===== config.mk =====
export PLATFORM = sky130hd
export DESIGN_NAME = alu_issue
export DESIGN_NICKNAME = d
export VERILOG_FILES = /design/src/rtl/alu_issue.sv
export SDC_FILE = /design/constraint.sdc
export NUM_CORES = 1
export LEC_CHECK = 0
export BUFFER_PORTS_ARGS = -buffer_cell sky130_fd_sc_hd__buf_2
export CAP_MARGIN = 0
export CORE_ASPECT_RATIO = 1.25
export CORE_MARGIN = 3
export CORE_UTILIZATION = 52
export CTS_CLUSTER_SIZE = 40
export DETAILED_ROUTE_END_ITERATION = 6
export GPL_TIMING_DRIVEN = 1
export PLACE_DENSITY = 0.95
export SLEW_MARGIN = 20
export SYNTH_ARGS = -nofsm -noshare
export SYNTH_HDL_FRONTEND = slang
export SYNTH_SLANG_ARGS = --single-unit

===== constraint.sdc =====
create_clock -name clk -period 9.4 [get_ports clk]
set_input_delay 0.94 -clock clk [delete_from_list [all_inputs] [get_ports clk]]
set_output_delay 0.94 -clock clk [all_outputs]
set_load 0.005 [all_outputs]

===== src/rtl/alu_issue.sv =====
// Issue stage in front of the 3-bit-opcode ALU.
// Holds one decoded instruction, resolves its operands from the stored register-file values, the
// immediate and the f1/f2 producer paths, and presents them to the ALU with a valid/ready handshake.
// Optional feature: define ALU_ISSUE_FWD_EN to enable the f1/f2 forwarding muxes. Without it the
// entry stalls on any pending producer and picks the value up through writeback snooping.
module alu_issue #(
  parameter int unsigned WIDTH = 32,
  parameter int unsigned REGW  = 5
) (
  input  logic             clk,
  input  logic             rst,
  // decode side
  input  logic             in_valid,
  output logic             in_ready,
  input  logic [REGW-1:0]  in_rs1,
  input  logic [REGW-1:0]  in_rs2,
  input  logic [WIDTH-1:0] in_v1,
  input  logic [WIDTH-1:0] in_v2,
  input  logic [WIDTH-1:0] in_imm,
  input  logic             in_use_imm,
  input  logic [2:0]       in_f,
  input  logic [REGW-1:0]  in_rd,
  input  logic             in_we,
  input  logic             flush,
  // EX/MEM producer
  input  logic             f1_we,
  input  logic [REGW-1:0]  f1_rd,
  input  logic [WIDTH-1:0] f1_data,
  input  logic             f1_rdy,
  // MEM/WB producer, also this cycle's register-file write
  input  logic             f2_we,
  input  logic [REGW-1:0]  f2_rd,
  input  logic [WIDTH-1:0] f2_data,
  // ALU side
  output logic             out_valid,
  input  logic             out_ready,
  output logic [WIDTH-1:0] alu_a,
  output logic [WIDTH-1:0] alu_b,
  output logic [2:0]       alu_f,
  output logic [REGW-1:0]  out_rd,
  output logic             out_we
);

  logic             full_q, full_d;
  logic [REGW-1:0]  rs1_q, rs1_d, rs2_q, rs2_d, rd_q, rd_d;
  logic [WIDTH-1:0] v1_q, v1_d, v2_q, v2_d, imm_q, imm_d;
  logic             use_imm_q, use_imm_d, we_q, we_d;
  logic [2:0]       f_q, f_d;

  // Producer matches against the held sources; x0 never matches, an unused rs2 never matches.
  logic f1_hit1, f1_hit2, f2_hit1, f2_hit2;
  // Same-cycle writeback matches against the incoming sources, for the capture edge.
  logic cap_hit1, cap_hit2;
  logic hazard, release_c, accept;
  logic [WIDTH-1:0] a_res, b_res;

  // Source/producer match decode for the held entry and the incoming instruction
  always_comb begin
    f1_hit1  = f1_we && (f1_rd == rs1_q) && (rs1_q != '0);
    f1_hit2  = f1_we && (f1_rd == rs2_q) && (rs2_q != '0) && !use_imm_q;
    f2_hit1  = f2_we && (f2_rd == rs1_q) && (rs1_q != '0);
    f2_hit2  = f2_we && (f2_rd == rs2_q) && (rs2_q != '0) && !use_imm_q;
    cap_hit1 = f2_we && (f2_rd == in_rs1) && (in_rs1 != '0);
    cap_hit2 = f2_we && (f2_rd == in_rs2) && (in_rs2 != '0) && !in_use_imm;
  end

`ifdef ALU_ISSUE_FWD_EN
  // Forwarding muxes: f1 beats f2 beats the stored value; only a not-ready f1 stalls
  always_comb begin
    hazard = full_q && (f1_hit1 || f1_hit2) && !f1_rdy;
    if (rs1_q == '0)  a_res = '0;
    else if (f1_hit1) a_res = f1_data;
    else if (f2_hit1) a_res = f2_data;
    else              a_res = v1_q;
    if (rs2_q == '0)  b_res = '0;
    else if (f1_hit2) b_res = f1_data;
    else if (f2_hit2) b_res = f2_data;
    else              b_res = v2_q;
  end
`else
  logic unused_fwd;
  assign unused_fwd = ^{f1_data, f1_rdy};

  // No forwarding: wait out every pending producer, the snoop delivers its value
  always_comb begin
    hazard = full_q && (f1_hit1 || f1_hit2 || f2_hit1 || f2_hit2);
    a_res  = (rs1_q == '0) ? '0 : v1_q;
    b_res  = (rs2_q == '0) ? '0 : v2_q;
  end
`endif

  // Handshake and outputs; an empty entry drives all zeros
  always_comb begin
    out_valid = full_q && !hazard;
    release_c = out_valid && out_ready;
    in_ready  = !full_q || release_c;
    accept    = in_valid && in_ready && !flush;
    alu_a     = full_q ? a_res : '0;
    alu_b     = !full_q ? '0 : (use_imm_q ? imm_q : b_res);
    alu_f     = full_q ? f_q : 3'd0;
    out_rd    = full_q ? rd_q : '0;
    out_we    = full_q && we_q;
  end

  // Next entry: flush > accept (with capture snoop) > release > hold (with snoop)
  always_comb begin
    full_d    = full_q;
    rs1_d     = rs1_q;
    rs2_d     = rs2_q;
    v1_d      = v1_q;
    v2_d      = v2_q;
    imm_d     = imm_q;
    use_imm_d = use_imm_q;
    f_d       = f_q;
    rd_d      = rd_q;
    we_d      = we_q;
    if (flush) begin
      full_d = 1'b0;
    end else if (accept) begin
      full_d    = 1'b1;
      rs1_d     = in_rs1;
      rs2_d     = in_rs2;
      v1_d      = cap_hit1 ? f2_data : in_v1;
      v2_d      = cap_hit2 ? f2_data : in_v2;
      imm_d     = in_imm;
      use_imm_d = in_use_imm;
      f_d       = in_f;
      rd_d      = in_rd;
      we_d      = in_we;
    end else if (release_c) begin
      full_d = 1'b0;
    end else if (full_q) begin
      if (f2_hit1) v1_d = f2_data;
      if (f2_hit2) v2_d = f2_data;
    end
  end

  // Entry register with asynchronous reset
  always_ff @(posedge clk or posedge rst) begin
    if (rst) begin
      full_q    <= 1'b0;
      rs1_q     <= '0;
      rs2_q     <= '0;
      v1_q      <= '0;
      v2_q      <= '0;
      imm_q     <= '0;
      use_imm_q <= 1'b0;
      f_q       <= 3'd0;
      rd_q      <= '0;
      we_q      <= 1'b0;
    end else begin
      full_q    <= full_d;
      rs1_q     <= rs1_d;
      rs2_q     <= rs2_d;
      v1_q      <= v1_d;
      v2_q      <= v2_d;
      imm_q     <= imm_d;
      use_imm_q <= use_imm_d;
      f_q       <= f_d;
      rd_q      <= rd_d;
      we_q      <= we_d;
    end
  end

endmodule

======== Word-level counts from Yosys, hierarchy flattened ========
Index checks and enable logic that the tools add are counted.
storage, ports and cells
  memory bits (read-only) ................. 0
  logic and storage cells ................. 81
  latch bits .............................. 0
  memory bits (writable) .................. 0
  memories kept ........................... 0
  register bits after elaboration ......... 117
cells by class
  shift operators ......................... 0
  $mul .................................... 0
  equal/unequal tests ..................... 7
  divide/modulo/power cells ............... 0
  mux-type cells .......................... 20
  $lt $le $gt $ge ......................... 0
  add/subtract/negate cells ............... 0
  bitwise operators ....................... 1
  reductions and logical operators ........ 43
operators with widths
  operator              number
  $mux W32              15
  $eq A5 B5 Y1          6
  $logic_and A1 B1 Y1   21
  $reduce_bool A5 Y1    4
  $logic_not A5 Y1      2
  $reduce_and A4 Y1     2
  $reduce_bool A2 Y1    3
  $logic_not A1 Y1      5
  $mux W5               1
  $logic_or A1 B1 Y1    4
  $mux W1               3
  $mux W3               1
  $reduce_bool A3 Y1    1
  $ne A2 B1 Y1 const B  1
  $reduce_and A2 Y1     1
  $not A1 Y1            1

======== Longest topological paths before layout ========
  depth after elaboration ................. 16
  mapped depth ............................ 11
  depth with buffers taken out ............ 7

======== Worst setup path before layout ========
OpenSTA, ideal clock, no wires.
  kind .................................... input-to-output
  from .................................... input port f2_rd[2]
  to ...................................... output port in_ready
  cell stages on the path ................. 8
  buffers on the path ..................... 1
  path slack .............................. 6430 ps
  data arrival time ....................... 2030 ps
  cell sequence ........................... buf_2 -> xnor2_1 -> nand4_1 -> nor3_1 -> a211oi_2 -> and3b_1 -> nand2_1 -> nand2_1
between the ends
  word-level cells in the longest chain between the ends .. 10
  elaborated cells on any way between the ends .. 14
  those cells by class .................... 2 x eq/ne; 12 x reduce/logical
ends and longest elaborated chain
  item                                                              line    RTL
  start, declared                                                   32      input logic [REGW-1:0] f2_rd,
  $eq A5 B5 Y1 (on tied branches)                                   61, 62
  $logic_and A1 B1 Y1 (on tied branches) (2 in series)              61, 62
  $logic_or A1 B1 Y1 / $logic_and A1 B1 Y1 (equally long branches)  86, 62
  $logic_or A1 B1 Y1 (*)                                            86      hazard = full_q && (f1_hit1 || f1_hit2 || f2_hit1 || f2_hit2);
  $logic_and A1 B1 Y1 (*)                                           86
  $logic_not A1 Y1 (*)                                              94      out_valid = full_q && !hazard;
  $logic_and A1 B1 Y1 (*)                                           94
  via out_valid                                                     35      output logic out_valid,
  $logic_and A1 B1 Y1 (*)                                           95      release_c = out_valid && out_ready;
  $logic_or A1 B1 Y1 (*)                                            96      in_ready = !full_q || release_c;
  end, declared                                                     14      output logic in_ready,
Mark *: on every way through the listed nets, which the timed path passes. The rest lies on a longest branch.

======== Worst setup path after layout ========
  from .................................... register rs1_q[1]
  to ...................................... register v2_q[10]
between the ends
  word-level cells in the longest chain between the ends .. 15
  elaborated cells on any way between the ends .. 22
  those cells by class .................... 3 x eq/ne; 1 x mux; 18 x reduce/logical
ends and longest elaborated chain
  item                                                                        line  RTL
  start, declared                                                             45    logic [REGW-1:0] rs1_q, rs1_d, rs2_q, rs2_d, rd_q, rd_d;
  start signal, assigned                                                      153   rs1_q <= rs1_d;
  $eq A5 B5 Y1                                                                59    f1_hit1 = f1_we && (f1_rd == rs1_q) && (rs1_q != '0);
  $logic_and A1 B1 Y1 (2 in series)                                           59
  $logic_or A1 B1 Y1                                                          86
  $logic_or A1 B1 Y1 (*) (2 in series)                                        86
  $logic_and A1 B1 Y1 (*)                                                     86
  $logic_not A1 Y1 (*)                                                        94
  $logic_and A1 B1 Y1 (*)                                                     94
  $logic_and A1 B1 Y1 (*)                                                     95
  $logic_or A1 B1 Y1                                                          96
  $logic_and A1 B1 Y1 (2 in series)                                           97    accept = in_valid && in_ready && !flush;
  $ne A2 B1 Y1 (no source line) / $reduce_bool A2 Y1 (equally long branches)  --
  $reduce_and A4 Y1 (no source line)                                          --
  end signal, assigned                                                        156   v2_q <= v2_d;
  end, declared                                                               46    logic [WIDTH-1:0] v1_q, v1_d, v2_q, v2_d, imm_q, imm_d;
Every way passes the cells marked *; elsewhere a longest branch is shown, timed or not.
A chain may end at the register's enable or synchronous reset.

==> impl_metrics.csv <==
group,metric,value,unit
yosys,synth_cell_types,47,
placed_design,portBuffers,239,
floorplanning,fp-row-count,44,
yosys,ys_ff_latch,117,
timing,worst_slew_pin_slew,1.00,ns
clock_network,cts-root-buf,"clkbuf_16",
yosys,synth_nets,800,
clock_network,cts_resized,0,
worst_setup_path,crit_chain,"or4_1 -> nor2_2 -> nor4_2 -> a211oi_2 -> a21o_2 -> buf_4 -> nand2_4 -> o221a_2",
yosys,synthTopCellsByArea,"dfrtp_1 45%, mux2_2 9.1%, a221oi_2 7.0%, o221a_2 5.6%, nor2_1 4.1%",
power_and_ir_drop,vdd.ir_drop.worst,0.119,mV
worst_setup_path,required,9.69,ns
worst_setup_path,crit_type,"flip-flop to flip-flop",
route,drtIter0Drc,367,
grt,grt_max_degree,62,
timing,fmax,0.279,GHz
cells_and_area,final_common_cell,"buf_2",
timing,max-slew-margin-rel,32.9,%
route,drt-total-wl,19200,um
clock_network,clkTransAtPathRegs,0.06,ns
yosys,synthCells,602,
route,routedWlPerCell,19.3,um
cells_and_area,most-common-layout-cells,"239 x buf_2, 117 x dfrtp_1, 69 x nor2_1",
yosys,synth.largest_area_cell,"dfrtp_1",
worst_setup_path,critPathMaxStageDelay,0.57,ns
cells_and_area,synthToLayoutAreaGrowth,27.8,%
cells_and_area,diodes,0,
route,drt_pre_antenna_iters,5,
worst_setup_path,cpLargestDelayFamily,"compound AO/OA/AOI/OAI gates",
floorplanning,die-area,0.0138,mm^2
yosys,synth_top_family_by_area,"compound AO/OA/AOI/OAI gates",
power_and_ir_drop,power_density,215,mW/mm^2
floorplanning,die_w,106,um
worst_setup_path,endpoint_kind,"flip-flop",
yosys,ys_async_sr_fraction,100,%
clock_network,hold_buffers,0,
clock_network,cts_inserted_buffers,17,
worst_setup_path,cp.arrival,3.87,ns
clock_network,clock_sinks,117,
grt,grt_first_pass_wirelength,29900,um
placed_design,dpl-instance-area,0.00765,mm^2
floorplanning,start_util,54.4,%
cells_and_area,nFillCells,880,
route,vias_per_cell,5.75,
timing,hold-worst-slack,0.502,ns
yosys,ys_seq_area_share,45.3,%
yosys,avgSynthCellArea,10.7,um^2
placed_design,pre_cts_slack,5.70,ns
timing,period_share,38.1,%
timing,setup_ws,5.82,ns
worst_setup_path,path_buf_inv,1,
yosys,synthAdderAreaFrac,0,%
floorplanning,coreArea,0.0119,mm^2
cells_and_area,drive_gt1_share,48.8,%
route,route.detailed.drc,0,
placed_design,gp_congestion,0.884,
clock_network,h-tree-depth,4,
route,ant_nets,0,
yosys,yosysWarnings,0,
yosys,yosys.area_share.simple,16.9,%
power_and_ir_drop,p_leak,3.91,nW
floorplanning,io_pins,273,
yosys,synth_edf_count,0,
clock_network,cts_max_path_buffers,2,
route,vias,5707,
clock_network,cts_setup_buffers,0,
yosys,synth-xor-area-share,3.79,%
worst_setup_path,cp_slowest_cell,"a21o_2",
yosys,synth_top_flop_cell,"dfrtp_1",
timing,setup-tns-final,0,ns
flow_run,drv_cap,0,
worst_setup_path,worstSetupStartpointType,"flip-flop",
timing,hold_viol,0,
cells_and_area,layout.nets,1018,
grt,antenna_found_initial,0,
clock_network,cts_tree,"done",
yosys,synth-compound-area-share,18.1,%
yosys,synthMuxAreaShare,9.21,%
clock_network,clk_latency,0.40,ns
grt,overflow,0,
yosys,yosys.area.top_type_share,45.3,%
timing,period_minus_slack,3.58,ns
run_status,status,"complete, no violations",
yosys,synth_area,0.00646,mm^2
placed_design,place_hpwl,13200,um
worst_setup_path,path_max_fanout,32,
timing,setup_violations,0,
timing,final-max-slew-violation-count,0,
timing,finClkSkew,0.00942,ns
floorplanning,die_y,131,um
grt,grt_pass1_vias,6066,
worst_hold_path,holdCritPathClass,"flip-flop to flip-flop",
grt,grt_usage,27.8,%
cells_and_area,fin_area,0.00826,mm^2
timing,rsz0062_at_grt,"false",
[cell type report]
cell class                 count  area, um^2  area share (%)
clock inverter                 9         125            1.51
tap                          161         201            2.44
sequential                   117        2930            35.4
inverter                      34         130            1.58
clock buffer                  22         484            5.86
multi-input combinational    404        3140            38.0
timing repair buffer         246        1250            15.1
[routing by layer]
metal  vias up  share of wire, %  track usage (%)
met5         -                 0                0
met4         0               2.1             12.8
met1      2805                38             32.6
li1       2560                 -                -
met3        38               7.0             5.45
met2       304                53             49.5
[path summary, 6_finish.rpt]
check / cells past startpoint / start / end / slack, ns
max in group asynchronous: 3 / rst / v2_q[29]$_DFFE_PP0P_ / 7.49
hold / removal: 1 / rd_q[0]$_DFFE_PP0P_ / rd_q[0]$_DFFE_PP0P_ / 0.50
setup reg to reg: 8 / rs1_q[1]$_DFFE_PP0P_ / v2_q[10]$_DFFE_PP0P_ / 5.82
setup / recovery: 8 / rs1_q[1]$_DFFE_PP0P_ / v2_q[10]$_DFFE_PP0P_ / 5.82
min in group asynchronous: 2 / rst / imm_q[26]$_DFFE_PP0P_ / 0.66
hold reg to reg: 1 / rd_q[0]$_DFFE_PP0P_ / rd_q[0]$_DFFE_PP0P_ / 0.50
[report_power, final]
part	internal (mW)	leakage, nW	switching, mW	total (mW)
clock network	0.442	0.298	0.226	0.668
registers	0.614	1.37	0.0703	0.684
logic	0.223	2.24	0.204	0.427
total	1.28	3.91	0.501	1.78
[state kept, by name, summed over array words and instances (netlist names)]
name,count
v2_q,32
f_q,3
imm_q,32
use_imm_q,1
v1_q,32
rs1_q,5
full_q,1
rs2_q,5
rd_q,5
we_q,1
[metrics by stage]
step	std cells	utilization, %	total power, mW
2_1_floorplan	602	-	0.971
6_report	993	69.5	1.78
3_5_place_dp	962	64.3	1.11
4_1_cts	993	69.5	1.78
5_1_grt	993	69.5	1.86
3_3_place_gp	962	64.3	1.09
[synthesized netlist by cell type (2+ instances only)]
cell type	instances
nand4_1	3
buf_4	6
dfrtp_1	117
a221oi_2	30
nand2b_1	2
xor2_1	8
or2_2	2
buf_12	3
buf_2	10
nand2_1	38
mux2_2	52
and2_1	41
a21oi_1	2
nor3_1	5
inv_1	34
nor4_1	4
buf_6	4
nor2_1	70
nand3_1	3
a22oi_1	32
a221oi_1	2
and3b_1	2
xnor2_1	20
o21a_1	2
o221a_2	32
clkbuf_1	22
nor2b_1	36
[worst reg2reg max path, stage by stage, from the launching register on]
cell	delay, ns
dfrtp_1	0.42
or4_1	0.55
nor2_2	0.18
nor4_2	0.10
a211oi_2	0.34
a21o_2	0.57
buf_4	0.53
nand2_4	0.39
o221a_2	0.39
[kinds of logic (layout without fill, tap and decap cells)]
kind of cell,after synthesis,after routing
AOI/OAI and AO/OA,108,108
DFF,117,117
xor gates and xnor gates,28,28
buffers and inverters,81,311
and+or+nand+nor,215,215
muxes,53,53
Note: power is estimated with default switching activity, not from simulation.
